### src/rtl/rs232_pkg.sv
// Shared constants, UART state encoding and status-word packing for the RS-232 Avalon slave.
package rs232_pkg;

    localparam logic [4:0] RX_BASE     = 5'd0;
    localparam logic [4:0] TX_BASE     = 5'd4;
    localparam logic [4:0] STATUS_BASE = 5'd8;

    localparam int unsigned TX_OK_BIT = 6;
    localparam int unsigned RX_OK_BIT = 7;
    localparam int unsigned OE_BIT    = 3;
    localparam int unsigned FE_BIT    = 2;

    typedef enum logic [1:0] {
        IDLE,
        START,
        DATA,
        STOP
    } uart_state_e;

    function automatic logic [31:0] status_word(input logic rx_ok, input logic tx_ok,
                                                input logic oe, input logic fe);
        logic [31:0] s;
        s            = '0;
        s[RX_OK_BIT] = rx_ok;
        s[TX_OK_BIT] = tx_ok;
        s[OE_BIT]    = oe;
        s[FE_BIT]    = fe;
        return s;
    endfunction

endpackage

### src/rtl/rs232_rx.sv
// UART receiver: 2-flop synchronizer, start-bit validation, LSB-first deserializer.
module rs232_rx
    import rs232_pkg::*;
#(
    parameter int unsigned CLKS_PER_BIT = 434
) (
    input  logic       i_clk,
    input  logic       i_rst_n,
    input  logic       i_rxd,
    output logic [7:0] o_byte,
    output logic       o_valid,
    output logic       o_frame_err
);

    localparam logic [15:0] LP_LAST = 16'(CLKS_PER_BIT - 1);
    localparam logic [15:0] LP_HALF = 16'(CLKS_PER_BIT / 2 - 1);

    logic        r_sync1;
    logic        r_sync2;
    logic        r_prev;
    uart_state_e r_state;
    logic [15:0] r_cnt;
    logic [2:0]  r_idx;
    logic [7:0]  r_shift;

    always_ff @(posedge i_clk) begin
        if (!i_rst_n) begin
            r_sync1     <= 1'b1;
            r_sync2     <= 1'b1;
            r_prev      <= 1'b1;
            r_state     <= IDLE;
            r_cnt       <= '0;
            r_idx       <= '0;
            r_shift     <= '0;
            o_byte      <= '0;
            o_valid     <= 1'b0;
            o_frame_err <= 1'b0;
        end else begin
            r_sync1     <= i_rxd;
            r_sync2     <= r_sync1;
            r_prev      <= r_sync2;
            o_valid     <= 1'b0;
            o_frame_err <= 1'b0;
            case (r_state)
                IDLE: begin
                    r_cnt <= '0;
                    r_idx <= '0;
                    // Edge-triggered start, so a line held low after a framing error cannot retrigger
                    if (r_prev && !r_sync2) r_state <= START;
                end
                START: begin
                    if (r_cnt == LP_HALF) begin
                        r_cnt   <= '0;
                        r_state <= r_sync2 ? IDLE : DATA;
                    end else begin
                        r_cnt <= r_cnt + 16'd1;
                    end
                end
                DATA: begin
                    if (r_cnt == LP_LAST) begin
                        r_cnt   <= '0;
                        r_shift <= {r_sync2, r_shift[7:1]};
                        if (r_idx == 3'd7) r_state <= STOP;
                        else               r_idx   <= r_idx + 3'd1;
                    end else begin
                        r_cnt <= r_cnt + 16'd1;
                    end
                end
                STOP: begin
                    if (r_cnt == LP_LAST) begin
                        r_cnt   <= '0;
                        r_state <= IDLE;
                        if (r_sync2) begin
                            o_valid <= 1'b1;
                            o_byte  <= r_shift;
                        end else begin
                            o_frame_err <= 1'b1;
                        end
                    end else begin
                        r_cnt <= r_cnt + 16'd1;
                    end
                end
                default: r_state <= IDLE;
            endcase
        end
    end

endmodule

### src/rtl/rs232_avalon_slave.sv
// Avalon-MM UART slave: RX storage, TX serializer and one-wait-state handshake.
// Define RS232_RX_FIFO_EN for a 4-entry RX FIFO instead of a single holding register.
module rs232_avalon_slave
    import rs232_pkg::*;
#(
    parameter int unsigned CLKS_PER_BIT = 434
) (
    input  logic        avm_clk,
    input  logic        avm_rst_n,
    input  logic [4:0]  avs_address,
    input  logic        avs_read,
    output logic [31:0] avs_readdata,
    input  logic        avs_write,
    input  logic [31:0] avs_writedata,
    output logic        avs_waitrequest,
    input  logic        uart_rxd,
    output logic        uart_txd
);

    localparam logic [15:0] LP_LAST = 16'(CLKS_PER_BIT - 1);

    logic [7:0]  w_rx_byte;
    logic        w_rx_valid;
    logic        w_rx_ferr;
    logic        w_req;
    logic        w_pop;
    logic        w_push;
    logic        w_empty;
    logic        w_full;
    logic [7:0]  w_head;
    logic        w_stat_clr;
    logic        w_tx_ready;
    logic        w_tx_load;
    logic [31:0] w_rdata;
    logic        w_unused_wdata;

    logic        r_ack;
    logic        r_rd_pop;
    logic        r_oe;
    logic        r_fe;
    logic [7:0]  r_last;
    uart_state_e r_tx_state;
    logic [15:0] r_tx_cnt;
    logic [2:0]  r_tx_idx;
    logic [7:0]  r_tx_shift;

    rs232_rx #(.CLKS_PER_BIT(CLKS_PER_BIT)) u_rx (
        .i_clk       (avm_clk),
        .i_rst_n     (avm_rst_n),
        .i_rxd       (uart_rxd),
        .o_byte      (w_rx_byte),
        .o_valid     (w_rx_valid),
        .o_frame_err (w_rx_ferr)
    );

    assign w_req           = avs_read | avs_write;
    assign avs_waitrequest = w_req & ~r_ack;
    // Pop eligibility is latched in the request cycle so a byte landing during the ack cycle is never lost
    assign w_pop           = r_rd_pop & r_ack & avs_read;
    assign w_push          = w_rx_valid & (~w_full | w_pop);
    assign w_stat_clr      = r_ack & avs_read & (avs_address == STATUS_BASE);
    assign w_tx_ready      = (r_tx_state == IDLE);
    assign w_tx_load       = r_ack & avs_write & ~avs_read & (avs_address == TX_BASE) & w_tx_ready;
    assign w_unused_wdata  = &{1'b0, avs_writedata[31:8]};

`ifdef RS232_RX_FIFO_EN
    logic [7:0] r_mem [4];
    logic [1:0] r_wptr;
    logic [1:0] r_rptr;
    logic [2:0] r_count;

    assign w_empty = (r_count == 3'd0);
    assign w_full  = (r_count == 3'd4);
    assign w_head  = r_mem[r_rptr];

    always_ff @(posedge avm_clk) begin
        if (!avm_rst_n) begin
            r_wptr  <= '0;
            r_rptr  <= '0;
            r_count <= '0;
        end else begin
            if (w_pop) r_rptr <= r_rptr + 2'd1;
            if (w_push) begin
                r_mem[r_wptr] <= w_rx_byte;
                r_wptr        <= r_wptr + 2'd1;
            end
            r_count <= r_count + {2'b00, w_push} - {2'b00, w_pop};
        end
    end
`else
    logic [7:0] r_hold;
    logic       r_full;

    assign w_empty = ~r_full;
    assign w_full  = r_full;
    assign w_head  = r_hold;

    always_ff @(posedge avm_clk) begin
        if (!avm_rst_n) begin
            r_hold <= '0;
            r_full <= 1'b0;
        end else if (w_push) begin
            r_hold <= w_rx_byte;
            r_full <= 1'b1;
        end else if (w_pop) begin
            r_full <= 1'b0;
        end
    end
`endif

    always_comb begin
        w_rdata = '0;
        case (avs_address)
            RX_BASE:     w_rdata = {24'b0, (w_empty ? r_last : w_head)};
            STATUS_BASE: w_rdata = status_word(~w_empty, w_tx_ready, r_oe, r_fe);
            default:     w_rdata = '0;
        endcase
    end

    always_ff @(posedge avm_clk) begin
        if (!avm_rst_n) begin
            r_ack        <= 1'b0;
            r_rd_pop     <= 1'b0;
            avs_readdata <= '0;
            r_oe         <= 1'b0;
            r_fe         <= 1'b0;
            r_last       <= '0;
        end else begin
            r_ack        <= w_req & ~r_ack;
            r_rd_pop     <= avs_read & ~r_ack & (avs_address == RX_BASE) & ~w_empty;
            avs_readdata <= (avs_read & ~r_ack) ? w_rdata : '0;
            if (w_pop) r_last <= w_head;
            if (w_stat_clr) begin
                r_oe <= 1'b0;
                r_fe <= 1'b0;
            end
            if (w_rx_valid & w_full & ~w_pop) r_oe <= 1'b1;
            if (w_rx_ferr)                    r_fe <= 1'b1;
        end
    end

    always_ff @(posedge avm_clk) begin
        if (!avm_rst_n) begin
            r_tx_state <= IDLE;
            r_tx_cnt   <= '0;
            r_tx_idx   <= '0;
            r_tx_shift <= '0;
            uart_txd   <= 1'b1;
        end else begin
            case (r_tx_state)
                IDLE: begin
                    uart_txd <= 1'b1;
                    r_tx_cnt <= '0;
                    r_tx_idx <= '0;
                    if (w_tx_load) begin
                        r_tx_shift <= avs_writedata[7:0];
                        uart_txd   <= 1'b0;
                        r_tx_state <= START;
                    end
                end
                START: begin
                    if (r_tx_cnt == LP_LAST) begin
                        r_tx_cnt   <= '0;
                        uart_txd   <= r_tx_shift[0];
                        r_tx_shift <= {1'b0, r_tx_shift[7:1]};
                        r_tx_state <= DATA;
                    end else begin
                        r_tx_cnt <= r_tx_cnt + 16'd1;
                    end
                end
                DATA: begin
                    if (r_tx_cnt == LP_LAST) begin
                        r_tx_cnt <= '0;
                        if (r_tx_idx == 3'd7) begin
                            uart_txd   <= 1'b1;
                            r_tx_state <= STOP;
                        end else begin
                            uart_txd   <= r_tx_shift[0];
                            r_tx_shift <= {1'b0, r_tx_shift[7:1]};
                            r_tx_idx   <= r_tx_idx + 3'd1;
                        end
                    end else begin
                        r_tx_cnt <= r_tx_cnt + 16'd1;
                    end
                end
                STOP: begin
                    if (r_tx_cnt == LP_LAST) begin
                        r_tx_cnt   <= '0;
                        r_tx_state <= IDLE;
                    end else begin
                        r_tx_cnt <= r_tx_cnt + 16'd1;
                    end
                end
                default: r_tx_state <= IDLE;
            endcase
        end
    end

endmodule

### config.mk
export PLATFORM = sky130hd
export DESIGN_NAME = rs232_avalon_slave
export DESIGN_NICKNAME = d
export VERILOG_FILES = /design/src/rtl/rs232_pkg.sv /design/src/rtl/rs232_rx.sv /design/src/rtl/rs232_avalon_slave.sv
export SDC_FILE = /design/constraint.sdc
export NUM_CORES = 1
export LEC_CHECK = 0
export BUFFER_PORTS_ARGS = -buffer_cell sky130_fd_sc_hd__buf_2
export CAP_MARGIN = 5
export CORE_ASPECT_RATIO = 0.75
export CORE_MARGIN = 3
export CORE_UTILIZATION = 45
export DETAILED_ROUTE_END_ITERATION = 10
export GPL_ROUTABILITY_DRIVEN = 0
export PLACE_DENSITY = 0.76
export SLEW_MARGIN = 30
export SYNTH_ARGS = -nofsm -noshare
export SYNTH_HDL_FRONTEND = slang
export SYNTH_HIERARCHICAL = 1
export SYNTH_SLANG_ARGS = --single-unit
### constraint.sdc
create_clock -name avm_clk -period 3.1 [get_ports avm_clk]
set_clock_uncertainty 0.05 [all_clocks]
set_input_delay 0.62 -clock avm_clk [delete_from_list [all_inputs] [get_ports avm_clk]]
set_output_delay 0.62 -clock avm_clk [all_outputs]
set_load 0.005 [all_outputs]
==> Word level (Yosys, flattened, before mapping) <==
Index checks and enable logic that the tools add are counted.
{ "word_totals": {"regBits": 125, "in_bits": 42, "out_inout_bits": 34, "word_cells": 139} }
{ "classes": {"n_addsub": 4, "n_eq_ne": 25, "n_mux": 43, "bitwise": 21, "n_reduce_logical": 23} }
{ "ops": {"columns": ["operator", "n"], "rows": [
  ["$mux W16", 3],
  ["$pmux W16 S3", 1],
  ["$mux W8", 5],
  ["$add A16 B1 Y16 const B", 2],
  ["$eq A16 B9 Y1 const B", 2],
  ["$pmux W16 S2", 1],
  ["$pmux W8 S3", 1],
  ["$mux W2", 11],
  ["$eq A16 B8 Y1 const B", 1],
  ["$pmux W2 S4", 2],
  ["$pmux W8 S2", 1],
  ["$and A1 B1 Y1", 15],
  ["$reduce_and A3 Y1", 5],
  ["$reduce_and A5 Y1", 3],
  ["$mux W3", 4],
  ["$ne A2 B1 Y1 const B", 6],
  ["$ne A2 B2 Y1 const B", 6],
  ["$pmux W3 S2", 2],
  ["$mux W1", 11],
  ["$reduce_bool A2 Y1", 5],
  ["$eq A2 B2 Y1 const B", 4],
  ["$add A3 B1 Y3 const B", 2],
  ["$eq A3 B3 Y1 const B", 2],
  ["$eq A5 B3 Y1 const B", 1],
  ["13 further kinds", 20]
]} }

==> Depth between registers and ports, before layout <==
{ "depth": {"word_depth": 6, "ltp_mapped": 8} }

==> Cells and area by module <==
The synthesis kept the hierarchy.
{ "by_module_without_submodules": {"columns": ["mod", "n_inst", "cells_each", "area_per_inst_um2", "seq_area_each_um2"], "rows": [
  ["rs232_avalon_slave", 1, 320, 2874.0, 1181.1],
  ["rs232_rx", 1, 215, 1880.6, 840.8]
]} }

==> Worst setup path before layout <==
OpenSTA, ideal clock, no wires.
{ "synth_timing": {"path_type": "reg-to-reg", "from": "reg u_rx.r_cnt[13]", "to": "reg u_rx.r_cnt[12]", "setup_ns": 0.132, "t_arrival_ns": 2.009, "t_required_ns": 2.918, "setup_slack_ns": 0.909, "stages_incl_launch_ff": 6, "n_path_buf": 1, "period_less_slack_ns": 2.191, "path_cell_list": "dfxtp_1 > or4_4 > or4_4 > a22oi_2 > buf_2 > nor3_1"} }
{ "synth_between": {"elab_chain_cells": 3, "word_cells_on_any_way": 5, "cone_classes": "2 x eq/ne; 3 x mux"} }
{ "synth_lines": {"columns": ["element", "line_no", "source"], "rows": [
  ["from (decl)", "rs232_rx.sv:22", "logic [15:0] r_cnt;"],
  ["from (signal assigned)", "rs232_rx.sv:56", "r_cnt <= r_cnt + 16'd1;"],
  ["from (signal assigned)", "rs232_rx.sv:66", "r_cnt <= r_cnt + 16'd1;"],
  ["from (signal assigned)", "rs232_rx.sv:80", "r_cnt <= r_cnt + 16'd1;"],
  ["$eq A16 B9 Y1 / $eq A16 B8 Y1 (equally long branches)", "rs232_rx.sv:60, rs232_rx.sv:70, rs232_rx.sv:52", null],
  ["$mux W16 (on tied branches)", "rs232_rx.sv:60, rs232_rx.sv:70, rs232_rx.sv:52", null],
  ["$pmux W16 S3 *", "rs232_rx.sv:44", "case (r_state)"]
]} }
Every way passes the cells marked *; elsewhere a longest branch is shown, timed or not.
A chain may end at the register's enable or synchronous reset.

==> Worst setup path in the final report <==
{ "layout_timing": {"from": "reg r_tx_cnt[10]", "to": "reg r_tx_cnt[5]"} }
{ "layout_between": {"elab_chain_cells": 3} }
{ "layout_lines": {"columns": ["element", "line_no", "source"], "rows": [
  ["from (decl)", "rs232_avalon_slave.sv:43", "logic [15:0] r_tx_cnt;"],
  ["from (signal assigned)", "rs232_avalon_slave.sv:168", "r_tx_cnt <= r_tx_cnt + 16'd1;"],
  ["from (signal assigned)", "rs232_avalon_slave.sv:183", "r_tx_cnt <= r_tx_cnt + 16'd1;"],
  ["from (signal assigned)", "rs232_avalon_slave.sv:191", "r_tx_cnt <= r_tx_cnt + 16'd1;"],
  ["$eq A16 B9 Y1", "rs232_avalon_slave.sv:162, rs232_avalon_slave.sv:172, rs232_avalon_slave.sv:187", null],
  ["$mux W16", "rs232_avalon_slave.sv:162, rs232_avalon_slave.sv:172, rs232_avalon_slave.sv:187", null],
  ["$pmux W16 S2", "rs232_avalon_slave.sv:150", "case (r_tx_state)"]
]} }
Every way passes these cells.

==> impl_metrics.ini <==
[status]
status = finished, final reports clean

[worst_setup_path]
arrival_ps = 2570
max_stage_delay_ps = 600
worstSetupPathType = register to register
critPathRequiredTime_ps = 3250
path_cells = or4_1, or4_1, nand3b_1, nor2_1
r2r-end = r_tx_cnt[5]
slowest_stage = or4_1
rr_startpoint = r_tx_cnt[10]
critPathLaunchType = register
rr_worst_depth = 4
r2r_setup_slack_ps = 680
worstPathMaxFanout = 16
cp_common_cell = or4_1
crit_path_end_kind = register

[finish]
fin_area_um2 = 5190
fin_nets = 606
area.growth.synth_to_final_pct = 9.26
multi_input_area_um2 = 2480
register_area_um2 = 2020
antenna_cells = 0
final_cells = 687
drive_above_1_share_pct = 12.6
nFillCells = 884

[grt]
grt_max_degree = 37
grt_remaining_overflow = 0
use_met1_pct = 19.5
grtUsageTotal_pct = 15.8
antenna_found_initial = 0
grt_util_met3_pct = 4.70
grt_pass1_wl_um = 15600
grt_pass1_vias = 3440
grtUsageMet2_pct = 26.9
grt_busiest_layer = met2

[logic_synthesis]
syn_avg_cell_area_um2 = 8.89
syn_area_um2 = 4750
yosysTopAreaCellShare_pct = 42.5
synthCells = 535
synth_most_common_cell = dfxtp_1
yosysSeqAreaShare_pct = 42.5
synthTopCellsByCount = dfxtp_1, nand2_1, mux2i_1, nor2_1, nand3_1
async_flop_share_pct = 0
yosysWarnings = 6
synth_edf_count = 0
synth_top_area_cell = dfxtp_1
synth.distinct_cells = 57
synthFlopType = dfxtp_1
synthTopCellsByArea = dfxtp_1, mux2i_1, nand2_1, buf_4, ha_1
synth_seq_cells = 101

[place]
dpl.cell_count = 671
port_buffers = 27
place_area_um2 = 4890
dpl_worst_slack_ps = 701
hpwl_um = 6500

[min_path]
worstHoldPathType = register to register
whs_path_depth = 1
hold_start = u_rx/r_sync1
worstHoldEndpoint = u_rx/r_sync2

[clock_network]
clk_pin_slew_ps = 70
cts_hold_buf = 0
htree_num_levels = 3
clock_path_buffers = 2
postCtsSetupBuffers = 0
cts.sinks = 101
cts_tree = built
clk_latency_ps = 350
cts_resized = 0
cts_buffers = 9
cts_root_buf = clkbuf_16

[die]
die_area_um2 = 11800
initial_core_util_pct = 47.7
fp-row-count = 31
fp.dieH_um = 95.0
core_area_um2 = 9970
pin_count = 76
die_w_um = 125

[detailed_routing]
drt-total-wl_um = 9160
drt_iter0_markers = 297
vias = 3709
ant_nets = 0
wire_per_inst_um = 13.3
via_per_inst = 5.40
drtPass1Iterations = 4
remaining_drc_errors = 0

[sta]
setup-tns-final_ps = 0
period_minus_slack_ps = 2420
maxSlewHeadroom_pct = 44.5
final_hold_viol_count = 0
rsz0062_at_grt = false
fin_crit_sh_pct = 78.1
slew_violations = 0
max_freq_mhz = 413
setup_viol = 0
worst_pin_slew_ps = 821
setup_ws_ps = 679

[flow_run]
timing.max_cap.violations = 0

[pwr]
power_density_nw_per_um2 = 506
power.total_uw = 2630
p_leak_uw = 0.00185
ir_worst_vdd_uv = 322
==> registers in the layout, summed over array words and instances, names as in the netlist, 2 cells and up, named ones only <==
register / cells
r_last: 8
r_hold: 8
r_tx_shift: 8
u_rx/r_shift: 8
u_rx/o_byte: 8
u_rx/r_idx: 3
r_tx_idx: 3
u_rx/r_cnt: 16
r_tx_cnt: 16
avs_readdata: 8
r_tx_state: 2
==> worst max-delay path: cells and delay by family (launching register included) <==
family / cells / cell delay (ps)
simple gates: 4 / 1850
flops: 1 / 370
==> layout by cell type (no fill, tap or decap), types with 3 or more instances in the layout <==
master      instances
xor2_1              8
nor4_1              8
nor2_1             32
ha_1               14
or4_4               3
mux2_2              7
or4_1               7
clkinvlp_4          3
a21oi_1            17
nand3_1            26
buf_4               6
nor2b_1            13
mux2i_1            33
o21ai_0            19
and2_1              3
a21boi_0           11
dfxtp_1           101
or3_1               4
buf_2              27
o211ai_1            5
a211oi_1            3
nand4_1             9
inv_1              12
conb_1             24
nand3b_1            5
clkbuf_16           9
xnor2_1            15
or3b_2              3
nor3_1             18
nand2_1            69
and4_1              3
nand2b_1            6
==> metrics by stage <==
step / util (%) / hold slack (ps)
6_report: 52.1 / 356
5_1_grt: 52.1 / 375
4_1_cts: 52.1 / 359
3_5_place_dp: 49.1 / 348
3_3_place_gp: 49.1 / 341
2_1_floorplan: - / 336
==> layer usage <==
layer,up-vias,routed length [µm]
met3,5,489
li1,1846,-
met2,114,4360
met5,-,0
met4,0,71
met1,1744,4240
==> area by class of cell <==
class	count	share of cell area, %
multi-input combinational	392	47.7
sequential	101	38.9
clock buffer	9	4.34
timing repair buffer	33	3.47
tap	132	3.18
clock inverter	7	1.45
inverter	13	0.939
==> where the power goes <==
part,internal [µW],leakage (µW),switching [µW]
clock network,628,0.000138,493
registers,1320,0.000814,14.7
logic,77.9,0.000897,98.9
==> worst max path at each step <==
stage / from / endpoint / slack [ps] / cells past startpoint
3_3_place_gp: r_tx_cnt[0] / r_tx_cnt[6] / 790 / 5
4_1_cts: r_tx_cnt[0] / r_tx_cnt[5] / 700 / 5
5_1_grt: r_tx_cnt[0] / r_tx_cnt[5] / 520 / 5
3_5_place_dp: r_tx_cnt[0] / r_tx_cnt[5] / 700 / 5
2_1_floorplan: u_rx/r_cnt[13] / u_rx/r_cnt[12] / 910 / 5
6_report: r_tx_cnt[10] / r_tx_cnt[5] / 680 / 4
==> cell families (layout without fill, tap and decap cells) <==
group | Yosys count | after routing | share of synthesized area (%)
adder cells (fa/ha/maj) | 14 | 14 | 3.68
buffers and inverters | 65 | 62 | 7.16
AND/OR/NAND/NOR | 220 | 220 | 24.1
other | 1 | 24 | 0.0789
XOR/XNOR | 23 | 23 | 4.24
AO/OA/AOI/OAI | 71 | 71 | 9.61
flip-flops | 101 | 101 | 42.5
multiplexers | 40 | 40 | 8.61
(Power assumes the default switching activity.)
